<file path="src/rtl/clock_measure_pkg.sv">
// Shared types for the clock period / duty-cycle measurement block.
package clock_measure_pkg;

  typedef enum logic [1:0] {
    IDLE = 2'd0,
    HIGH = 2'd1,
    LOW  = 2'd2
  } meas_state_t;

endpackage

</file>
<file path="src/rtl/sync_edge_detect.sv">
// Three-flop synchroniser for an asynchronous slow input, with rise/fall strobes.
module sync_edge_detect (
  input  logic i_clk,
  input  logic i_rst,
  input  logic i_clk_in,
  output logic o_rise_c,
  output logic o_fall_c
);

  logic r_s1;
  logic r_s2;
  logic r_s3;

  always_ff @(posedge i_clk) begin
    if (i_rst) begin
      r_s1 <= 1'b0;
      r_s2 <= 1'b0;
      r_s3 <= 1'b0;
    end else begin
      r_s1 <= i_clk_in;
      r_s2 <= r_s1;
      r_s3 <= r_s2;
    end
  end

  assign o_rise_c = r_s2 & ~r_s3;
  assign o_fall_c = ~r_s2 & r_s3;

endmodule

</file>
<file path="src/rtl/measure_clock_period.sv">
// Measures period and high time of a slow square wave in system-clock cycles,
// with a one-cycle valid strobe per full period and a sticky dead-input flag.
module measure_clock_period
  import clock_measure_pkg::*;
#(
  parameter int unsigned WIDTH   = 16,
  parameter int unsigned TIMEOUT = 65535
) (
  input  logic             clk,
  input  logic             rst,
  input  logic             clk_in,
  output logic [WIDTH-1:0] period,
  output logic [WIDTH-1:0] high_time,
  output logic             valid,
  output logic             timeout
);

  localparam logic [WIDTH-1:0] TIMEOUT_W = WIDTH'(TIMEOUT);
  localparam logic [WIDTH-1:0] ONE_W     = WIDTH'(1);

  logic w_rise;
  logic w_fall;

  meas_state_t      r_state;
  logic [WIDTH-1:0] r_cnt_high;
  logic [WIDTH-1:0] r_cnt_low;
  logic [WIDTH-1:0] r_cnt_per;

  sync_edge_detect u_sync (
    .i_clk    (clk),
    .i_rst    (rst),
    .i_clk_in (clk_in),
    .o_rise_c (w_rise),
    .o_fall_c (w_fall)
  );

  // Measurement FSM; a rise in LOW beats a coincident timeout.
  always_ff @(posedge clk) begin
    if (rst) begin
      r_state    <= IDLE;
      r_cnt_high <= '0;
      r_cnt_low  <= '0;
      r_cnt_per  <= '0;
      period     <= '0;
      high_time  <= '0;
      valid      <= 1'b0;
      timeout    <= 1'b0;
    end else begin
      valid <= 1'b0;
      case (r_state)
        IDLE: begin
          if (w_rise) begin
            r_state    <= HIGH;
            r_cnt_high <= ONE_W;
            r_cnt_low  <= '0;
            r_cnt_per  <= ONE_W;
          end
        end
        HIGH: begin
          if (w_fall) begin
            r_state   <= LOW;
            r_cnt_low <= ONE_W;
            r_cnt_per <= r_cnt_per + ONE_W;
          end else if (r_cnt_per >= TIMEOUT_W) begin
            r_state <= IDLE;
            timeout <= 1'b1;
          end else begin
            r_cnt_high <= r_cnt_high + ONE_W;
            r_cnt_per  <= r_cnt_per + ONE_W;
          end
        end
        LOW: begin
          if (w_rise) begin
            period     <= r_cnt_high + r_cnt_low;
            high_time  <= r_cnt_high;
            valid      <= 1'b1;
            timeout    <= 1'b0;
            r_state    <= HIGH;
            r_cnt_high <= ONE_W;
            r_cnt_low  <= '0;
            r_cnt_per  <= ONE_W;
          end else if (r_cnt_per >= TIMEOUT_W) begin
            r_state <= IDLE;
            timeout <= 1'b1;
          end else begin
            r_cnt_low <= r_cnt_low + ONE_W;
            r_cnt_per <= r_cnt_per + ONE_W;
          end
        end
        default: r_state <= IDLE;
      endcase
    end
  end

endmodule

</file>
<file path="config.mk">
export PLATFORM = sky130hd
export DESIGN_NAME = measure_clock_period
export DESIGN_NICKNAME = d
export VERILOG_FILES = /design/src/rtl/clock_measure_pkg.sv /design/src/rtl/sync_edge_detect.sv /design/src/rtl/measure_clock_period.sv
export SDC_FILE = /design/constraint.sdc
export NUM_CORES = 1
export LEC_CHECK = 0
export ABC_AREA = 1
export BUFFER_PORTS_ARGS = -buffer_cell sky130_fd_sc_hd__buf_2
export CORE_UTILIZATION = 55
export DETAILED_ROUTE_END_ITERATION = 10
export MAX_ROUTING_LAYER = met4
export PLACE_DENSITY = 0.79
export SYNTH_ARGS = -nofsm -noshare
export SYNTH_HDL_FRONTEND = slang
export SYNTH_SLANG_ARGS = --single-unit
</file>
<file path="constraint.sdc">
create_clock -name clk -period 1.6 [get_ports clk]
set_input_delay 0.32 -clock clk [delete_from_list [all_inputs] [get_ports clk]]
set_output_delay 0.32 -clock clk [all_outputs]
set_load 0.05 [all_outputs]
</file>
### Yosys cells after proc, flatten, opt, wreduce, memory -nomap -nowiden

Cells that the tools add are included.

* add/subtract/negate cells: 4
* $mul: 0
* divide/modulo/power cells: 0
* magnitude comparators: 1
* equality and inequality tests: 8
* shift operators: 0
* mux-type cells: 23
* bitwise operators: 5
* reduce and logical (&&, ||, !) cells: 11

Operator list (count)
* 2-to-1 mux 16 bit: 10
* one-hot mux 16 bit (3 select lines): 2
* adder 16 x 1 -> 16 bit (second input constant): 3
* one-hot mux 16 bit (2 select lines): 1
* adder 16 bit: 1
* >= comparator 16 bit (second input constant): 1
* 2-to-1 mux 2 bit: 4
* AND reduction 4 bit: 2
* inequality test 2 x 1 -> 1 bit (second input constant): 3
* one-hot mux 2 bit (3 select lines): 1
* AND reduction 2 bit: 3
* 2-to-1 mux 1 bit: 4
* inequality test 2 bit (second input constant): 2
* nonzero test 2 bit: 2
* OR reduction 2 bit: 2
* inequality test 3 x 2 -> 1 bit (second input constant): 1
* NOT 1 bit: 3
* nonzero test 3 bit: 1
* bitwise AND 1 bit: 2
* == test 2 x 1 -> 1 bit (second input constant): 1
* == test 2 bit (second input constant): 1
* zero test 2 bit: 1
* one-hot mux 1 bit (2 select lines): 1

* bits in registers: 87
* latch bits: 0
* bits in writable memories: 0
* bits in read-only memories: 0
* output and inout port bits: 34
* word-level logic and storage cells: 63
* memories: 0

### Depth between registers and ports, before layout

Gate-level depths: netlist (run 1).

* word-level depth: 4
* mapped depth: 12
* mapped depth without buffers: 12

### Modules after synthesis

Synthesis (run 1) repeated with hierarchy kept, for this count alone.

* cells, all modules: 824
* area total of the unflattened synthesis: 5340.1 µm²

By module, submodules not included
* measure_clock_period: instances 1, cells each 812, area each 5246.3 µm², sequential area each 1681.6 µm²
* sync_edge_detect: instances 1, cells each 12, area each 93.8 µm², sequential area each 60.1 µm²

### Least setup slack after synthesis (run 1)

OpenSTA, ideal clock, no wires.

* path kind: reg2reg
* start: reg r_cnt_high[0]
* end: reg period[12]
* arrival: 1.580 ns
* slack: -0.093 ns
* cell stages (with the launch flop): 11
* period minus slack after synthesis: 1.693 ns
* cell sequence: dfxtp_1 -> ha_1 -> fa_1 -> nand3_1 -> nand3_1 -> nand4_1 -> nand2_1 -> nand3_1 -> nand3_1 -> nand3_1 -> nand2_1

* longest elaborated chain between the ends: 1

RTL lines
* from (decl): line measure_clock_period.sv:25 `logic [WIDTH-1:0] r_cnt_high;`
* from (signal assigned): line measure_clock_period.sv:68 `r_cnt_high <= r_cnt_high + ONE_W;`
* adder 16 bit: line measure_clock_period.sv:74 `period <= r_cnt_high + r_cnt_low;`
* to (signal assigned): line measure_clock_period.sv:74
* to (decl): line measure_clock_period.sv:12 `output logic [WIDTH-1:0] period,`

Every way passes these cells.
A chain may end at the register's enable or synchronous reset.

### Final worst setup path (run 1)

* start: reg r_cnt_per[0]
* end: reg r_cnt_low[15]

* longest elaborated chain between the ends: 3

RTL lines
* from (decl): line measure_clock_period.sv:27 `logic [WIDTH-1:0] r_cnt_per;`
* from (signal assigned): line measure_clock_period.sv:63 `r_cnt_per <= r_cnt_per + ONE_W;`
* from (signal assigned): line measure_clock_period.sv:69 `r_cnt_per <= r_cnt_per + ONE_W;`
* from (signal assigned): line measure_clock_period.sv:87 `r_cnt_per <= r_cnt_per + ONE_W;`
* >= comparator 16 bit: line measure_clock_period.sv:82 `end else if (r_cnt_per >= TIMEOUT_W) begin`
* inequality test 3 x 2 -> 1 bit (no source line)
* AND reduction 4 bit (no source line)
* to (signal assigned): line measure_clock_period.sv:86 `r_cnt_low <= r_cnt_low + ONE_W;`
* to (decl): line measure_clock_period.sv:26 `logic [WIDTH-1:0] r_cnt_low;`

Every way passes these cells.

==> out/results.ini, run 1 <==
[clock_tree]
clk_pin_slew_ns=0.10
clock_tree.root_cell=clkbuf_8
cts_buffer_depth=2
clock_latency_ns=0.37
cts_sinks=87
cts_tree=built
numCtsBuffers=9
cts_max_level=3

[layout]
final_layout_size_suffix_gt1_frac=0.3655
fillers=658
area_growth_syn_to_layout_pct=38.54
nNetsFinal=954
diodes=0

[setup_path]
crit_path_cell_trace=ha_4, nand2_4, nor2_4, nand2_2, nor2_4, nand3_2, nand3_4, buf_12, buf_6, buf_6, nand2_1, a21oi_1
cp_slowest_cell=dfxtp_2
r2r-start=r_cnt_per[0]
cp_slowest_stage_delay_ns=0.36
startpoint=r_cnt_per[0]
worstPathRequired_ns=1.90
crit_path_end_kind=flip-flop
rr_endpoint=r_cnt_low[15]
critPathLaunchType=flip-flop
critPathCapture=r_cnt_low[15]
cp_max_fo=5
crit_type=flip-flop to flip-flop
r2r_slack_ns=-0.19
r2r_cells=12
cp.arrival_ns=2.09

[detailed_routing]
drt_iter0_markers=322
via_count=5910
wl_per_cell_um=16.84
totalWireLength_mm=17.58
ant_nets=0
vias_per_cell=5.661
first_pass_iters=7
route.detailed.drc=0

[place]
gp_congestion=0.8900
hpwl_mm=11.08
port_buffers=36
dpl_worst_slack_ns=-0.1596

[die]
die_h_um=99.18
coreArea_um2=9196
fp.dieArea_um2=9836
dieWidth_um=99.18
initial_core_util=0.5648
ios=37
num_rows=35

[power]
p_per_area_nw_per_um2=636.2
p_leak_nw=3.114
power.total_mw=4.578
irDropWorstVdd_v=0.0004492

[sta]
fin_crit_sh=1.117
fmax_ghz=0.5595
hold_viol_final=0
fin_crit_ns=1.787
skew_ns=0.01186
slew_headroom=0.7153
worst_slack_ns=-0.1874
setup_viol_count_final=46
tightestPinTransition_ns=0.4238
maxSlewViolCount=0
rsz0062_at_grt=true

[global_route]
grt_pass1_wl_mm=24.86
grt_overflow_total=0
grt_pass1_vias=5369
grtUsageTotal=0.3295
grt_antenna_before_repair=0
grt_max_degree=31

[yosys]
async_reset_ff_frac=0
synth-seq-area-share=0.3353
ys.flop_type=dfxtp_1
synth.distinct_cells=40
netlist_instances=773
ys_ff_latch=87
synth_edf_count=0
synthesis.nets=799
avgSynthCellArea_um2=6.719
netlist_area_um2=5194
ys_warn_count=0

[status]
status=finished, violations left
violations=setup timing

[flow_run]
cap_violations=0

[worst_hold_path]
hp-class=input port to flip-flop

## report_power, final
group	switching [mW]	internal (mW)	total, mW	leakage, nW
registers	0.0325	2.18	2.21	0.715
logic	0.495	0.344	0.839	2.31
clock network	0.901	0.623	1.52	0.0866
total	1.43	3.15	4.58	3.11
## flip-flops by register name, indices dropped and copies added, names as in the netlist, 2 cells and up
| register | flops |
|---|---|
| period | 16 |
| high_time | 16 |
| r_state | 2 |
| r_cnt_high | 16 |
| r_cnt_low | 16 |
| r_cnt_per | 16 |
## metrics by stage
| step | util | TNS (ns) | hold WS [ns] | cells | cell area, um^2 |
|---|---|---|---|---|---|
| 2_1_floorplan | - | -0.0005254 | 0.3883 | 773 | 5225 |
| 3_3_place_gp | 0.6769 | -0.8153 | 0.3894 | 1005 | 6225 |
| 3_5_place_dp | 0.6769 | -2.826 | 0.3966 | 1005 | 6225 |
| 4_1_cts | 0.7253 | -0.4363 | 0.1273 | 1029 | 6670 |
| 5_1_grt | 0.7824 | -8.056 | 0.1620 | 1044 | 7196 |
| 6_report | 0.7824 | -4.361 | 0.1431 | 1044 | 7196 |
## final cells by class
type	instances	area, um^2	area share
multi-input combinational	583	3501	0.4865
clock inverter	5	41.29	0.005738
sequential	87	1785	0.2481
inverter	87	351.6	0.04886
tap	111	138.9	0.01930
timing repair inverter	2	27.53	0.003825
clock buffer	11	141.4	0.01965
timing repair buffer	158	1209	0.1680
## logic make-up after synthesis
family	synth area share
simple gates	0.3722
compound gates	0.1289
buf+inv	0.08311
flops	0.3353
fa+ha+maj	0.05685
xor+xnor	0.02361
## layer usage
layer | GRT usage | part of all wire | vias to the layer above
met3 | 0.03865 | 0.068 | 93
met4 | 0.1618 | 0.059 | 0
li1 | - | - | 2825
met5 | - | 0 | -
met2 | 0.5820 | 0.49 | 288
met1 | 0.3703 | 0.38 | 2704
## synthesized netlist by cell type, types with 2 or more instances
cell      instances  area (um^2)
nand3b_1          8        60.06
o21ai_0          43        215.2
inv_2             7        26.28
buf_6             4        45.04
nand3_1          54        270.3
nand2_1         227        852.1
nor2_2            5        31.28
inv_1            79        296.5
nand2_2           7        43.79
nor2_1           75        281.5
o21ai_1           5        25.02
a21oi_2           7        61.31
o21bai_1          2        15.01
nand4_1          14        87.58
a21o_1            3        22.52
clkbuf_1          9        33.78
xor2_1            6        52.55
nor3_1           16        80.08
nand3_2           7        70.07
nor2_4            5        56.30
dfxtp_1          87         1742
a22o_1            4        35.03
ha_1             22        275.3
nand3_4           2        35.03
a21oi_1          53        265.3
xnor2_1           8        70.07
## critical path: cells and delay by family, from the launching register on
family          cells  cell delay [ns]
simple gates        7             0.73
buf+inv             3             0.30
fa+ha+maj           1             0.17
flops               1             0.36
compound gates      1             0.15
## what timing repair did
item | CTS | global route
resized for setup | 59 | 111
setup endpoints to repair | 61 | 68
gates cloned | 0 | 3
endpoints found under the hold margin | 0 | 0
hold buffers | 0 | 0
pin swaps | 19 | 28
buffers inserted | 8 | 12
## placed cells by master (no fill, tap or decap), drive strengths merged, types with 12 or more instances in the layout
cell type  netlist  layout
nand2          235     235
buf              7     157
inv             87      89
dfxtp           87      87
nor2            86      86
nand3           63      63
a21oi           60      60
o21ai           49      49
ha              22      22
nor3            16      16
nand4           15      15
clkbuf           9      12
## how the worst min path moves through the flow
stage                startpoint     endpoint  slack (ns)  cells after the start
finish                   clk_in  u_sync.r_s1        0.14                      3
global route             clk_in  u_sync.r_s1        0.16                      3
CTS                      clk_in  u_sync.r_s1        0.13                      3
detailed placement  u_sync.r_s1  u_sync.r_s2        0.40                      2
global placement    u_sync.r_s1  u_sync.r_s2        0.39                      2
floorplan           u_sync.r_s1  u_sync.r_s2        0.39                      2
No activity file was read; power rests on OpenSTA's default activity.
==> run 2: changes to the inputs <==
Settings changed: CORE_UTILIZATION 55 to 63, PLACE_DENSITY 0.79 to 0.85.
Clock period 1.6 ns to 2.12 ns, I/O delays scaled along.
==> out/results.ini, run 2 (synthesis gave the netlist of run 1 again) <==
[sta]
maxSlewViolCount=0
fin_crit_sh=0.9063
fmax_ghz=0.5205
tns_ns=0
slew_headroom=0.6984
rsz0062_at_grt=false
skew_ns=0.01403
setup_viol_count_final=0
fin_crit_ns=1.921
tightestPinTransition_ns=0.4489
hold_viol_final=0

[clock_tree]
cts_sinks=87
cts_buffer_depth=2
numCtsBuffers=9
cts_hold_buf=0
clock_latency_ns=0.37
cts_max_level=3
clk_pin_slew_ns=0.09
clock_tree.root_cell=clkbuf_8
cts_tree=built

[place]
gp_congestion=0.9594
dpl_cell_area_um2=5532
port_buffers=36
hpwl_mm=10.21

[power]
power.total_mw=3.265
p_leak_nw=2.479
irDropWorstVdd_v=0.0003842
p_per_area_nw_per_um2=567.2

[detailed_routing]
via_count=5215
wl_per_cell_um=14.52
first_pass_iters=5
vias_per_cell=5.614
route.detailed.drc=0
ant_nets=0
totalWireLength_mm=13.49
drt_iter0_markers=296

[die]
num_rows=32
fp.dieArea_um2=8611
coreArea_um2=7848
initial_core_util=0.6618
die_h_um=92.80
ios=37
dieWidth_um=92.80

[global_route]
grt_pass1_wl_mm=22.55
grt_max_degree=27
grt_pass1_vias=4852
grt_antenna_before_repair=0
grt_overflow_total=0
grtUsageTotal=0.3402

[worst_hold_path]
hold_path_depth=3
hold_end=u_sync.r_s1
hp-class=input port to flip-flop
min_from=clk_in

[setup_path]
critPathLaunchType=flip-flop
crit_path_end_kind=flip-flop
cp_max_fo=8
cp_slowest_stage_delay_ns=0.42
r2r_cells=11
crit_path_cell_trace=ha_1, nand2_1, nor2_2, nand2_2, nor2_4, nand2_1, nand3_2, buf_4, buf_4, nand2_1, a21oi_1
cp.arrival_ns=2.21
crit_top_cell=nand2_1
r2r_slack_ns=0.20
rr_endpoint=r_cnt_high[7]
r2r-start=r_cnt_per[0]
crit_type=flip-flop to flip-flop
worstPathRequired_ns=2.41
cp_slowest_cell=dfxtp_1

[layout]
regArea_um2=1743
fin_util=0.7336
diodes=0
mostFrequentLayoutCells=nand2_1, dfxtp_1, inv_1
design_area_um2=5757
nNetsFinal=848
final_layout_size_suffix_gt1_frac=0.1415
fillers=671
final_common_cell=nand2_1
multi_input_area_um2=3020
area_growth_syn_to_layout_pct=10.84

[flow_run]
cap_violations=0

[status]
status=complete, no violations

==> run 2: cell types whose count changed in the layout (fill, tap and decap cells not counted), sizes merged <==
cell,change
inv,-2
bufinv,+1
buf,-103
clkinv,-2
==> run 2: cell type report <==
type	count	area share
well taps	102	0.02217
clock inverters	4	0.009346
repair buffers	54	0.05694
clock buffers	12	0.02695
multi-input cells	583	0.5247
flip-flops and latches	87	0.3028
inverters	87	0.05716
==> run 2: per-stage QoR <==
step,hold slack [ns],cells,setup slack (ns)
after global placement,0.3897,911,0.2579
after global routing,0.2961,929,0.002121
after CTS,0.2877,927,0.1543
final,0.2917,929,0.1987
after detailed placement,0.4013,911,0.1526
after floorplan,0.3883,773,0.4266
==> run 2: power breakdown <==
part,leakage [nW],internal [mW],switching [mW]
logic,1.68,0.103,0.250
clock network,0.0988,0.612,0.622
registers,0.702,1.65,0.0270
total,2.48,2.37,0.899
==> run 2: worst max-delay path: cells and delay by family, from the launching register on <==
family,cells,cell delay [ns]
flops,1,0.42
buf+inv,2,0.28
compound gates,1,0.16
fa+ha+maj,1,0.25
simple gates,7,0.74
==> run 2: metal layers <==
metal / GRT usage / vias up / share of wire
met3: 0.03530 / 36 / 0.047
met1: 0.4238 / 2421 / 0.45
met2: 0.5502 / 145 / 0.46
met5: - / - / 0
li1: - / 2613 / -
met4: 0.1654 / 0 / 0.037
==> run 2: worst max-delay path by stage <==
stage | start | end | slack [ns] | cells past startpoint
finish | r_cnt_per[0] | r_cnt_high[7] | 0.20 | 11
global route | r_state[0] | r_cnt_high[8] | 0.002 | 11
CTS | r_state[0] | r_cnt_high[8] | 0.15 | 11
detailed placement | r_state[0] | r_cnt_high[8] | 0.15 | 11
global placement | r_state[0] | r_cnt_high[8] | 0.26 | 11
floorplan | r_cnt_high[0] | period[12] | 0.43 | 10
==> run 2: repair_timing <==
action                                  in CTS  in global routing
gates resized for setup                      0                  2
buffers inserted                             0                  2
endpoints found under the setup margin       0                  8
